### config.mk
export PLATFORM = sky130hd
export DESIGN_NAME = spi_tx_scheduler_flat
export DESIGN_NICKNAME = d
export VERILOG_FILES = /design/src/rtl/spi_tx_scheduler_if.sv /design/src/rtl/spi_tx_scheduler.sv /design/src/flat_wrapper.sv
export SDC_FILE = /design/constraint.sdc
export NUM_CORES = 1
export LEC_CHECK = 0
export CAP_MARGIN = 40
export CELL_PAD_IN_SITES_DETAIL_PLACEMENT = 0
export CELL_PAD_IN_SITES_GLOBAL_PLACEMENT = 2
export CORE_MARGIN = 2
export CORE_UTILIZATION = 26
export CTS_CLUSTER_SIZE = 16
export DETAILED_ROUTE_END_ITERATION = 16
export PLACE_DENSITY_LB_ADDON = 0.1
export SLEW_MARGIN = 0
export SYNTH_ARGS = -nofsm -noshare
export SYNTH_HDL_FRONTEND = slang
export SYNTH_SLANG_ARGS = --single-unit
### constraint.sdc
create_clock -name clk -period 1.8 [get_ports clk]
set_input_delay 0.18 -clock clk [delete_from_list [all_inputs] [get_ports clk]]
set_output_delay 0.18 -clock clk [all_outputs]
set_load 0.01 [all_outputs]
### src/rtl/spi_tx_scheduler_if.sv
// Stream bundle for the SPI transmit scheduler: query request pulses,
// the metadata byte stream, the sample-memory word stream and the single
// outgoing word stream towards the SPI transmitter.
interface spi_tx_scheduler_if;
    logic        query_id;
    logic        query_dataIn;
    logic [31:0] dataIn;

    logic        meta_tvalid;
    logic [7:0]  meta_tdata;
    logic        meta_tlast;
    logic        meta_tready;

    logic        mem_tvalid;
    logic [31:0] mem_tdata;
    logic [3:0]  mem_tkeep;
    logic        mem_tlast;
    logic        mem_tready;

    logic        out_tvalid;
    logic [31:0] out_tdata;
    logic [3:0]  out_tkeep;
    logic        out_tlast;
    logic        out_tready;

    logic [1:0]  grant;
    logic        busy;

    // Requester / transmitter side.
    modport master (
        output query_id, query_dataIn, dataIn,
        output meta_tvalid, meta_tdata, meta_tlast,
        output mem_tvalid, mem_tdata, mem_tkeep, mem_tlast,
        output out_tready,
        input  meta_tready, mem_tready,
        input  out_tvalid, out_tdata, out_tkeep, out_tlast,
        input  grant, busy
    );

    // Scheduler side.
    modport slave (
        input  query_id, query_dataIn, dataIn,
        input  meta_tvalid, meta_tdata, meta_tlast,
        input  mem_tvalid, mem_tdata, mem_tkeep, mem_tlast,
        input  out_tready,
        output meta_tready, mem_tready,
        output out_tvalid, out_tdata, out_tkeep, out_tlast,
        output grant, busy
    );
endinterface

### src/rtl/spi_tx_scheduler.sv
// spi_tx_scheduler: shares the SPI transmit word stream between query
// responses, byte-packed metadata and sample-memory words. Arbitration only
// happens at packet boundaries (IDLE); the output is one registered
// 32-bit valid/ready stream.
module spi_tx_scheduler #(
    parameter int unsigned MEM_BURST = 16,
    parameter logic [31:0] SIG_WORD  = 32'h534c4131
) (
    input  logic              clk,
    input  logic              rst,
    spi_tx_scheduler_if.slave bus
);
    typedef enum logic [1:0] {
        IDLE  = 2'd0,
        QUERY = 2'd1,
        META  = 2'd2,
        MEM   = 2'd3
    } state_t;

    localparam int unsigned      CNT_W     = (MEM_BURST > 0) ? $clog2(MEM_BURST + 1) : 1;
    localparam logic [CNT_W-1:0] BURST_MAX = CNT_W'(MEM_BURST);

    state_t           state_q, state_d;
    logic             id_pend, din_pend, serve_id;
    logic [1:0]       meta_idx;
    logic [23:0]      meta_acc;
    logic [31:0]      meta_word;
    logic [3:0]       meta_keep;
    logic [CNT_W-1:0] burst_cnt;
    logic             burst_done;

    logic             out_tvalid_q;
    logic [31:0]      out_tdata_q;
    logic [3:0]       out_tkeep_q;
    logic             out_tlast_q;

    logic [1:0]       grant_c;
    logic             busy_c, meta_tready_c, mem_tready_c;
    logic             out_hs, meta_hs, mem_hs, meta_flush, query_start;

    assign out_hs      = out_tvalid_q && bus.out_tready;
    assign meta_hs     = meta_tready_c && bus.meta_tvalid;
    assign mem_hs      = mem_tready_c && bus.mem_tvalid;
    assign meta_flush  = meta_hs && ((meta_idx == 2'd3) || bus.meta_tlast);
    assign query_start = (state_q == IDLE) && (id_pend || din_pend);

    // State register.
    always_ff @(posedge clk or negedge rst) begin
        // NOTE: sequential state uses non-blocking assignments so every
        // register samples pre-edge values regardless of block ordering.
        if (!rst) state_q <= IDLE;
        else      state_q <= state_d;
    end

    // Next-state: fixed-priority pick in IDLE, leave only at packet ends.
    always_comb begin
        // NOTE: default first so no path leaves state_d unassigned (no latch).
        state_d = state_q;
        case (state_q)
            IDLE: begin
                if (id_pend || din_pend) state_d = QUERY;
                else if (bus.meta_tvalid) state_d = META;
                else if (bus.mem_tvalid)  state_d = MEM;
            end
            QUERY:   if (out_hs) state_d = IDLE;
            META:    if (out_hs && out_tlast_q) state_d = IDLE;
            MEM:     if (out_hs && burst_done) state_d = IDLE;
            default: state_d = IDLE;
        endcase
    end

    // Outputs decoded from state and the output register.
    always_comb begin
        grant_c       = state_q;
        busy_c        = (state_q != IDLE) || out_tvalid_q;
        meta_tready_c = (state_q == META) && !out_tvalid_q;
        mem_tready_c  = (state_q == MEM) && !out_tvalid_q && !burst_done;
    end

    // Query pending flags: a new pulse wins over a clear in the same cycle.
    always_ff @(posedge clk or negedge rst) begin
        if (!rst) begin
            id_pend  <= 1'b0;
            din_pend <= 1'b0;
            serve_id <= 1'b0;
        end else begin
            if (query_start) serve_id <= id_pend;
            if (out_hs && (state_q == QUERY)) begin
                if (serve_id) id_pend  <= 1'b0;
                else          din_pend <= 1'b0;
            end
            if (bus.query_id)     id_pend  <= 1'b1;
            if (bus.query_dataIn) din_pend <= 1'b1;
        end
    end

    // Metadata word as it would look with the current byte merged in.
    always_comb begin
        meta_word = {8'h00, meta_acc};
        meta_keep = 4'b0001;
        case (meta_idx)
            2'd0: begin meta_word[7:0]   = bus.meta_tdata; meta_keep = 4'b0001; end
            2'd1: begin meta_word[15:8]  = bus.meta_tdata; meta_keep = 4'b0011; end
            2'd2: begin meta_word[23:16] = bus.meta_tdata; meta_keep = 4'b0111; end
            default: begin meta_word[31:24] = bus.meta_tdata; meta_keep = 4'b1111; end
        endcase
    end

    // Metadata byte packer: lanes fill 0..3; a flush restarts at lane 0.
    always_ff @(posedge clk or negedge rst) begin
        if (!rst) begin
            meta_idx <= 2'd0;
            meta_acc <= 24'h0;
        end else if (meta_flush) begin
            meta_idx <= 2'd0;
            meta_acc <= 24'h0;
        end else if (meta_hs) begin
            meta_idx <= meta_idx + 2'd1;
            meta_acc <= meta_word[23:0];
        end
    end

    // Burst counter: restarts on every MEM entry, ends on tlast or the limit.
    always_ff @(posedge clk or negedge rst) begin
        if (!rst) begin
            burst_cnt  <= '0;
            burst_done <= 1'b0;
        end else if (state_q != MEM) begin
            burst_cnt  <= '0;
            burst_done <= 1'b0;
        end else if (mem_hs) begin
            burst_cnt  <= burst_cnt + CNT_W'(1);
            burst_done <= bus.mem_tlast ||
                          ((MEM_BURST > 0) && ((burst_cnt + CNT_W'(1)) == BURST_MAX));
        end
    end

    // Output register: loads only while empty, holds while stalled.
    always_ff @(posedge clk or negedge rst) begin
        if (!rst) begin
            out_tvalid_q <= 1'b0;
            out_tdata_q  <= 32'h0;
            out_tkeep_q  <= 4'h0;
            out_tlast_q  <= 1'b0;
        end else begin
            if (out_hs) out_tvalid_q <= 1'b0;
            if (query_start) begin
                out_tvalid_q <= 1'b1;
                out_tdata_q  <= id_pend ? SIG_WORD : bus.dataIn;
                out_tkeep_q  <= 4'hF;
                out_tlast_q  <= 1'b1;
            end else if (meta_flush) begin
                out_tvalid_q <= 1'b1;
                out_tdata_q  <= meta_word;
                out_tkeep_q  <= meta_keep;
                out_tlast_q  <= bus.meta_tlast;
            end else if (mem_hs) begin
                out_tvalid_q <= 1'b1;
                out_tdata_q  <= bus.mem_tdata;
                out_tkeep_q  <= bus.mem_tkeep;
                out_tlast_q  <= bus.mem_tlast;
            end
        end
    end

    assign bus.meta_tready = meta_tready_c;
    assign bus.mem_tready  = mem_tready_c;
    assign bus.out_tvalid  = out_tvalid_q;
    assign bus.out_tdata   = out_tdata_q;
    assign bus.out_tkeep   = out_tkeep_q;
    assign bus.out_tlast   = out_tlast_q;
    assign bus.grant       = grant_c;
    assign bus.busy        = busy_c;
endmodule

### src/flat_wrapper.sv
// flat-port wrapper written by rule: the top's interface ports become plain ports
module spi_tx_scheduler_flat 
#(
    parameter int unsigned MEM_BURST = 16,
    parameter logic [31:0] SIG_WORD  = 32'h534c4131
)
  (clk, rst, bus_query_id, bus_query_dataIn, bus_dataIn, bus_meta_tvalid, bus_meta_tdata, bus_meta_tlast, bus_mem_tvalid, bus_mem_tdata, bus_mem_tkeep, bus_mem_tlast, bus_out_tready, bus_meta_tready, bus_mem_tready, bus_out_tvalid, bus_out_tdata, bus_out_tkeep, bus_out_tlast, bus_grant, bus_busy);
  spi_tx_scheduler_if bus_i ();
  input  logic clk;
  input  logic rst;
  input wire logic [$bits(bus_i.query_id)-1:0] bus_query_id;
  input wire logic [$bits(bus_i.query_dataIn)-1:0] bus_query_dataIn;
  input wire logic [$bits(bus_i.dataIn)-1:0] bus_dataIn;
  input wire logic [$bits(bus_i.meta_tvalid)-1:0] bus_meta_tvalid;
  input wire logic [$bits(bus_i.meta_tdata)-1:0] bus_meta_tdata;
  input wire logic [$bits(bus_i.meta_tlast)-1:0] bus_meta_tlast;
  input wire logic [$bits(bus_i.mem_tvalid)-1:0] bus_mem_tvalid;
  input wire logic [$bits(bus_i.mem_tdata)-1:0] bus_mem_tdata;
  input wire logic [$bits(bus_i.mem_tkeep)-1:0] bus_mem_tkeep;
  input wire logic [$bits(bus_i.mem_tlast)-1:0] bus_mem_tlast;
  input wire logic [$bits(bus_i.out_tready)-1:0] bus_out_tready;
  output wire logic [$bits(bus_i.meta_tready)-1:0] bus_meta_tready;
  output wire logic [$bits(bus_i.mem_tready)-1:0] bus_mem_tready;
  output wire logic [$bits(bus_i.out_tvalid)-1:0] bus_out_tvalid;
  output wire logic [$bits(bus_i.out_tdata)-1:0] bus_out_tdata;
  output wire logic [$bits(bus_i.out_tkeep)-1:0] bus_out_tkeep;
  output wire logic [$bits(bus_i.out_tlast)-1:0] bus_out_tlast;
  output wire logic [$bits(bus_i.grant)-1:0] bus_grant;
  output wire logic [$bits(bus_i.busy)-1:0] bus_busy;
  assign bus_i.query_id = bus_query_id;
  assign bus_i.query_dataIn = bus_query_dataIn;
  assign bus_i.dataIn = bus_dataIn;
  assign bus_i.meta_tvalid = bus_meta_tvalid;
  assign bus_i.meta_tdata = bus_meta_tdata;
  assign bus_i.meta_tlast = bus_meta_tlast;
  assign bus_i.mem_tvalid = bus_mem_tvalid;
  assign bus_i.mem_tdata = bus_mem_tdata;
  assign bus_i.mem_tkeep = bus_mem_tkeep;
  assign bus_i.mem_tlast = bus_mem_tlast;
  assign bus_i.out_tready = bus_out_tready;
  assign bus_meta_tready = bus_i.meta_tready;
  assign bus_mem_tready = bus_i.mem_tready;
  assign bus_out_tvalid = bus_i.out_tvalid;
  assign bus_out_tdata = bus_i.out_tdata;
  assign bus_out_tkeep = bus_i.out_tkeep;
  assign bus_out_tlast = bus_i.out_tlast;
  assign bus_grant = bus_i.grant;
  assign bus_busy = bus_i.busy;
  spi_tx_scheduler #(.MEM_BURST(MEM_BURST), .SIG_WORD(SIG_WORD)) u_core (.clk(clk), .rst(rst), .bus(bus_i));
endmodule
Word-level counts from Yosys, hierarchy flattened
Index checks and enable logic that the tools add are counted.

storage, ports and cells
  flip-flop bits (word level) = 75
  bits in latches = 0
  RAM bits = 0
  ROM bits = 0
  output and inout bits = 43
  memories kept = 0

operators by class
  $add $sub $neg = 2
  $mul = 0
  divide/modulo/power cells = 0
  magnitude comparators = 0
  equal/unequal tests = 13
  shifts and indexed selects = 0
  mux-type cells = 40
  bitwise logic cells = 0
  reduce and logical (&&, ||, !) cells = 31

operators by type and width
  operator                                               count
  2-to-1 mux 32 bit                                      4
  2-to-1 mux 24 bit                                      2
  2-to-1 mux 8 bit                                       4
  2-to-1 mux 2 bit                                       8
  2-to-1 mux 1 bit                                       15
  2-to-1 mux 4 bit                                       3
  one-hot mux 4 bit (3 select lines)                     1
  nonzero test 2 bit                                     6
  logical AND 1 bit                                      11
  2-to-1 mux 5 bit                                       2
  == test 2 bit, second input constant                   4
  one-hot mux 2 bit (4 select lines)                     1
  inequality test 2 x 1 -> 1 bit, second input constant  3
  adder 5 x 1 -> 5 bit, second input constant            1
  == test 5 bit, second input constant                   1
  == test 2 x 1 -> 1 bit, second input constant          2
  logical NOT 2 bit                                      2
  logical OR 1 bit                                       4
  inequality test 2 bit, second input constant           2
  inequality test 4 bit, second input constant           1
  AND reduction 2 bit                                    2
  AND reduction 4 bit                                    1
  nonzero test 4 bit                                     1
  nonzero test 3 bit                                     1
  3 further kinds                                        4

Depth between registers and ports, before layout
  word-level depth = 7
  gate-level depth with buffers = 8
  mapped depth without buffers = 5

Least setup slack after synthesis
Ideal clock, no wire load.

  kind = register to register
  start = register u_core.meta_idx[0]
  end = register u_core.out_tdata_q[12], in the netlist u_core.bus.out_tdata[12]
  data arrival time = 1,735 ps
  data required time = 1,672 ps
  setup slack = -63 ps
  stages on the path, launching flop included = 9
  path buffers = 3
  period minus slack after synthesis = 1,863 ps
  cell sequence = dfrtp_1 > ha_1 > or2_2 > buf_2 > and2_1 > buf_4 > nor3_4 > buf_6 > a221oi_2

between the ends
  word-level cells in the longest chain between the ends = 5

ends and longest elaborated chain
  item                      line                     text
  start: declaration        spi_tx_scheduler.sv:25   logic [1:0] meta_idx;
  start signal: assignment  spi_tx_scheduler.sv:118  meta_idx <= meta_idx + 2'd1;
  == test 2 bit             spi_tx_scheduler.sv:44   assign meta_flush = meta_hs && ((meta_idx == 2'd3) || bus.meta_tlast);
  logical OR 1 bit          spi_tx_scheduler.sv:44
  logical AND 1 bit         spi_tx_scheduler.sv:44
  2-to-1 mux 32 bit         spi_tx_scheduler.sv:152  end else if (meta_flush) begin
  2-to-1 mux 32 bit         spi_tx_scheduler.sv:147  if (query_start) begin
  end signal: assignment    spi_tx_scheduler.sv:149  out_tdata_q <= id_pend ? SIG_WORD : bus.dataIn;
  end signal: assignment    spi_tx_scheduler.sv:154  out_tdata_q <= meta_word;
  end signal: assignment    spi_tx_scheduler.sv:159  out_tdata_q <= bus.mem_tdata;
  end: declaration          spi_tx_scheduler.sv:33   logic [31:0] out_tdata_q;

Parallel ways exist; a longest one is shown, timed or not.
A chain may end at the register's enable or synchronous reset.

Final worst setup path
  start = register u_core.state_q[0], in the netlist u_core.bus.grant[0]
  end = register u_core.out_tdata_q[1], in the netlist u_core.bus.out_tdata[1]

between the ends
  word-level cells in the longest chain between the ends = 6

ends and longest elaborated chain
  item                      line                     text
  start: declaration        spi_tx_scheduler.sv:23   state_t state_q, state_d;
  start signal: assignment  spi_tx_scheduler.sv:52   else state_q <= state_d;
  == test 2 bit             spi_tx_scheduler.sv:76   meta_tready_c = (state_q == META) && !out_tvalid_q;
  logical AND 1 bit         spi_tx_scheduler.sv:76
  logical AND 1 bit         spi_tx_scheduler.sv:42   assign meta_hs = meta_tready_c && bus.meta_tvalid;
  logical AND 1 bit         spi_tx_scheduler.sv:44
  2-to-1 mux 32 bit         spi_tx_scheduler.sv:152
  2-to-1 mux 32 bit         spi_tx_scheduler.sv:147

Parallel ways exist; a longest one is shown, timed or not.

==> run metrics <==
fmax=approximately 0.58 GHz; fin worst setup slack=~0.065 ns; I/O pin cnt=128; most common cell after layout, fill and taps aside=clkdlybuf4s50_1; register area share after synthesis=0.464; Buf+Inv Stages, Crit Path=2; asr flop ratio synth=1.00; initial antenna violation count=0; CORE AREA=15200 um2; # clock sinks=75; Crit Path Class=register to register; number of I/O port buffers=127; First DRT Iteration DRCs=between 200 and 250; commonest cells after routing, fill and taps aside=clkdlybuf4s50_1, dfrtp_1, buf_4; Worst Path Required=slightly above 2 ns; total track usage=0.176; fin crit share=0.964; Worst-Skew Late Latency=between 0.3 and 0.4 ns; CP max stage cell=dfrtp_1; Routed WL per cell=about 19 um; Synth top area share=0.464; Yosys Warn Count=0; vias per cell=between 4 and 5; fin util=0.405; Worst-Margin Slew=~0.45 ns; main flop type after synthesis=dfrtp_1; DRT antenna net count=0; Worst Hold Margin=~0.32 ns; crit path DAT=between 1.5 and 2 ns; Die Area=~17000 um2; CTS max path bufs=2; Max Cap Viol=0; die height=around 130 um; HP Class=input port to async pin; root buffer cell=clkbuf_16; pre-CTS setup slack=-0.126 ns; Post-route DRC=0; Crit. path cell count=6; Cell Chain, Critical Path=buf_4 -> and4bb_4 -> and2_4 -> nor3_4 -> buf_12 -> a221oi_1; #FFs+latches synth=75; fill count=1514; H-tree lvl count=3; CP max stage delay=~0.40 ns; CP endpoint kind=register; skew final=~0.0067 ns; Max FO, Critical Path=13; largest net degree at the start of global routing=46; syn nets=around 470; kind of start point of the critical path=register; First-pass DRT Iterations=4; PD cells=1570 nW/um2; vias in the first global route=3844; Syn Area/Cell=10.8 um2; area of the mapped netlist=just over 4000 um2; Final setup violation count=0; Power, Total=between 9 and 10 mW; Die Wd=between 100 and 150 um; status=finished, final reports clean; Area contributors post-synth=dfrtp_1, mux2_2, a22o_1; CTS Buf Count=9; Area Growth Syn to Fin=52.1%; Congestion Overflow GR=0; critical path's top delay family=simple AND/OR/NAND/NOR gates; slew margin rel.=0.700; gate count of the mapped netlist=376; Post-synth EDFFs=0; final layout net count=between 600 and 700; worst reg-to-reg path cell count=6; flip-flop and latch area=1880 um2; clk slew on worst S/H paths=0.06 ns; first-pass GRT wire length=between 20000 and 25000 um; final hold viol count=0; Final Wtd Congestion=0.759; P_leak=roughly 2.6 nW; synth unique cells=46; worst vdd ir=roughly 540 uV; Yosys top cell by area=dfrtp_1; post-layout min period=~1.7 ns; HPWL after detailed placement=~10000 um; layout cells sized above 1=0.210; Fin Setup TNS=0 ns; FP Rows=45; Starting Density=0.266; via count=between 3000 and 4000; final wirelength=14100 um; area occupied by multi-input gates=between 1500 and 2000 um2; n_diodes=0; TritonCTS clock tree=yes; Slew Viols, Final=0
-- layout make-up --
type | count | area share
inverters | 15 | 0.00914
flip-flops and latches | 75 | 0.305
clock inverters | 2 | 0.00975
multi-input cells | 256 | 0.320
clock buffers | 13 | 0.0406
well taps | 188 | 0.0382
repair buffers | 176 | 0.277
-- cell usage after synthesis (2+ instances only) --
cell,count
a211oi_1,3
a21boi_0,3
a21o_1,2
a21oi_1,7
a221oi_1,3
a221oi_2,9
a22o_1,27
a22oi_1,9
a2bb2oi_1,12
a31oi_1,5
and2_1,6
and3_1,4
and4bb_2,2
buf_2,10
buf_4,2
buf_6,5
clkbuf_1,13
dfrtp_1,75
ha_1,7
inv_1,15
mux2_2,26
mux2i_1,5
nand2_1,18
nand2b_1,15
nand3_1,18
nor2_1,9
nor2b_1,2
nor3_1,2
nor3b_1,2
o21ai_0,23
o21ai_1,4
o221ai_1,4
o22ai_1,12
o32ai_1,3
or2_2,2
xnor2_1,2
-- worst reg2reg max path: stages, from the launching register on --
cell      delay (ns)
dfrtp_1         0.40
buf_4           0.16
and4bb_4        0.39
and2_4          0.19
nor3_4          0.05
buf_12          0.16
a221oi_1        0.30
-- path summary, 6_finish.rpt --
| path | start | to | slack (ns) |
|---|---|---|---|
| setup reg to reg | u_core.bus.grant[0]$_DFFE_PN0P_ | u_core.bus.out_tdata[1]$_DFFE_PN0P_ | 0.06 |
| min in group clk | bus_dataIn[29] | u_core.bus.out_tdata[29]$_DFFE_PN0P_ | 0.38 |
| hold / removal | rst | u_core.bus.out_tdata[9]$_DFFE_PN0P_ | 0.32 |
| max in group asynchronous | rst | u_core.meta_idx[1]$_DFFE_PN0P_ | 0.82 |
| hold reg to reg | u_core.meta_acc[10]$_DFFE_PN0P_ | u_core.meta_acc[10]$_DFFE_PN0P_ | 0.50 |
| setup / recovery | u_core.bus.grant[0]$_DFFE_PN0P_ | u_core.bus.out_tdata[1]$_DFFE_PN0P_ | 0.06 |
-- registers in the layout, summed over array words and instances, names as in the netlist --
signal / count
u_core.bus.grant: 2
u_core.din_pend: 1
u_core.bus.out_tdata: 32
u_core.id_pend: 1
u_core.serve_id: 1
u_core.bus.out_tlast: 1
u_core.burst_cnt: 5
u_core.bus.out_tkeep: 4
u_core.bus.out_tvalid: 1
u_core.meta_idx: 2
u_core.meta_acc: 24
u_core.burst_done: 1
-- cell families (layout without fill, tap and decap cells) --
logic type               Yosys count  count (layout)  share of synthesized area
AO/OA/AOI/OAI                    129             129                      0.249
AND/OR/NAND/NOR                   86              86                      0.119
flip-flops                        75              75                      0.464
buffers and inverters             45             206                     0.0559
multiplexers                      31              31                     0.0847
adder cells (fa/ha/maj)            7               7                     0.0216
XOR/XNOR                           3               3                    0.00649
-- per-layer routing --
layer,global-route usage,routed length (um),up-vias
met5,0,0,-
met4,0.0582,210,0
met3,0.0291,798,14
met2,0.271,6350,113
met1,0.250,6780,1746
li1,-,-,1727
-- what timing repair did --
| item | CTS | global route |
|---|---|---|
| hold endpoints to repair | 30 | 0 |
| gates resized for setup | 7 | 8 |
| buffers inserted | 1 | 3 |
| hold buffers | 1 | 0 |
| endpoints found under the setup margin | 3 | 23 |
-- per-stage QoR --
step	area, um2	cells
after floorplan	4060	376
after global placement	5780	705
after detailed placement	5780	705
after CTS	6120	722
after global routing	6160	725
final	6160	725
-- power by group --
| part | switching (mW) | internal, mW |
|---|---|---|
| Sequential | 0.434 | 2.37 |
| Clock | 0.695 | 1.25 |
| Combinational | 2.18 | 2.74 |
(Power assumes the default switching activity.)
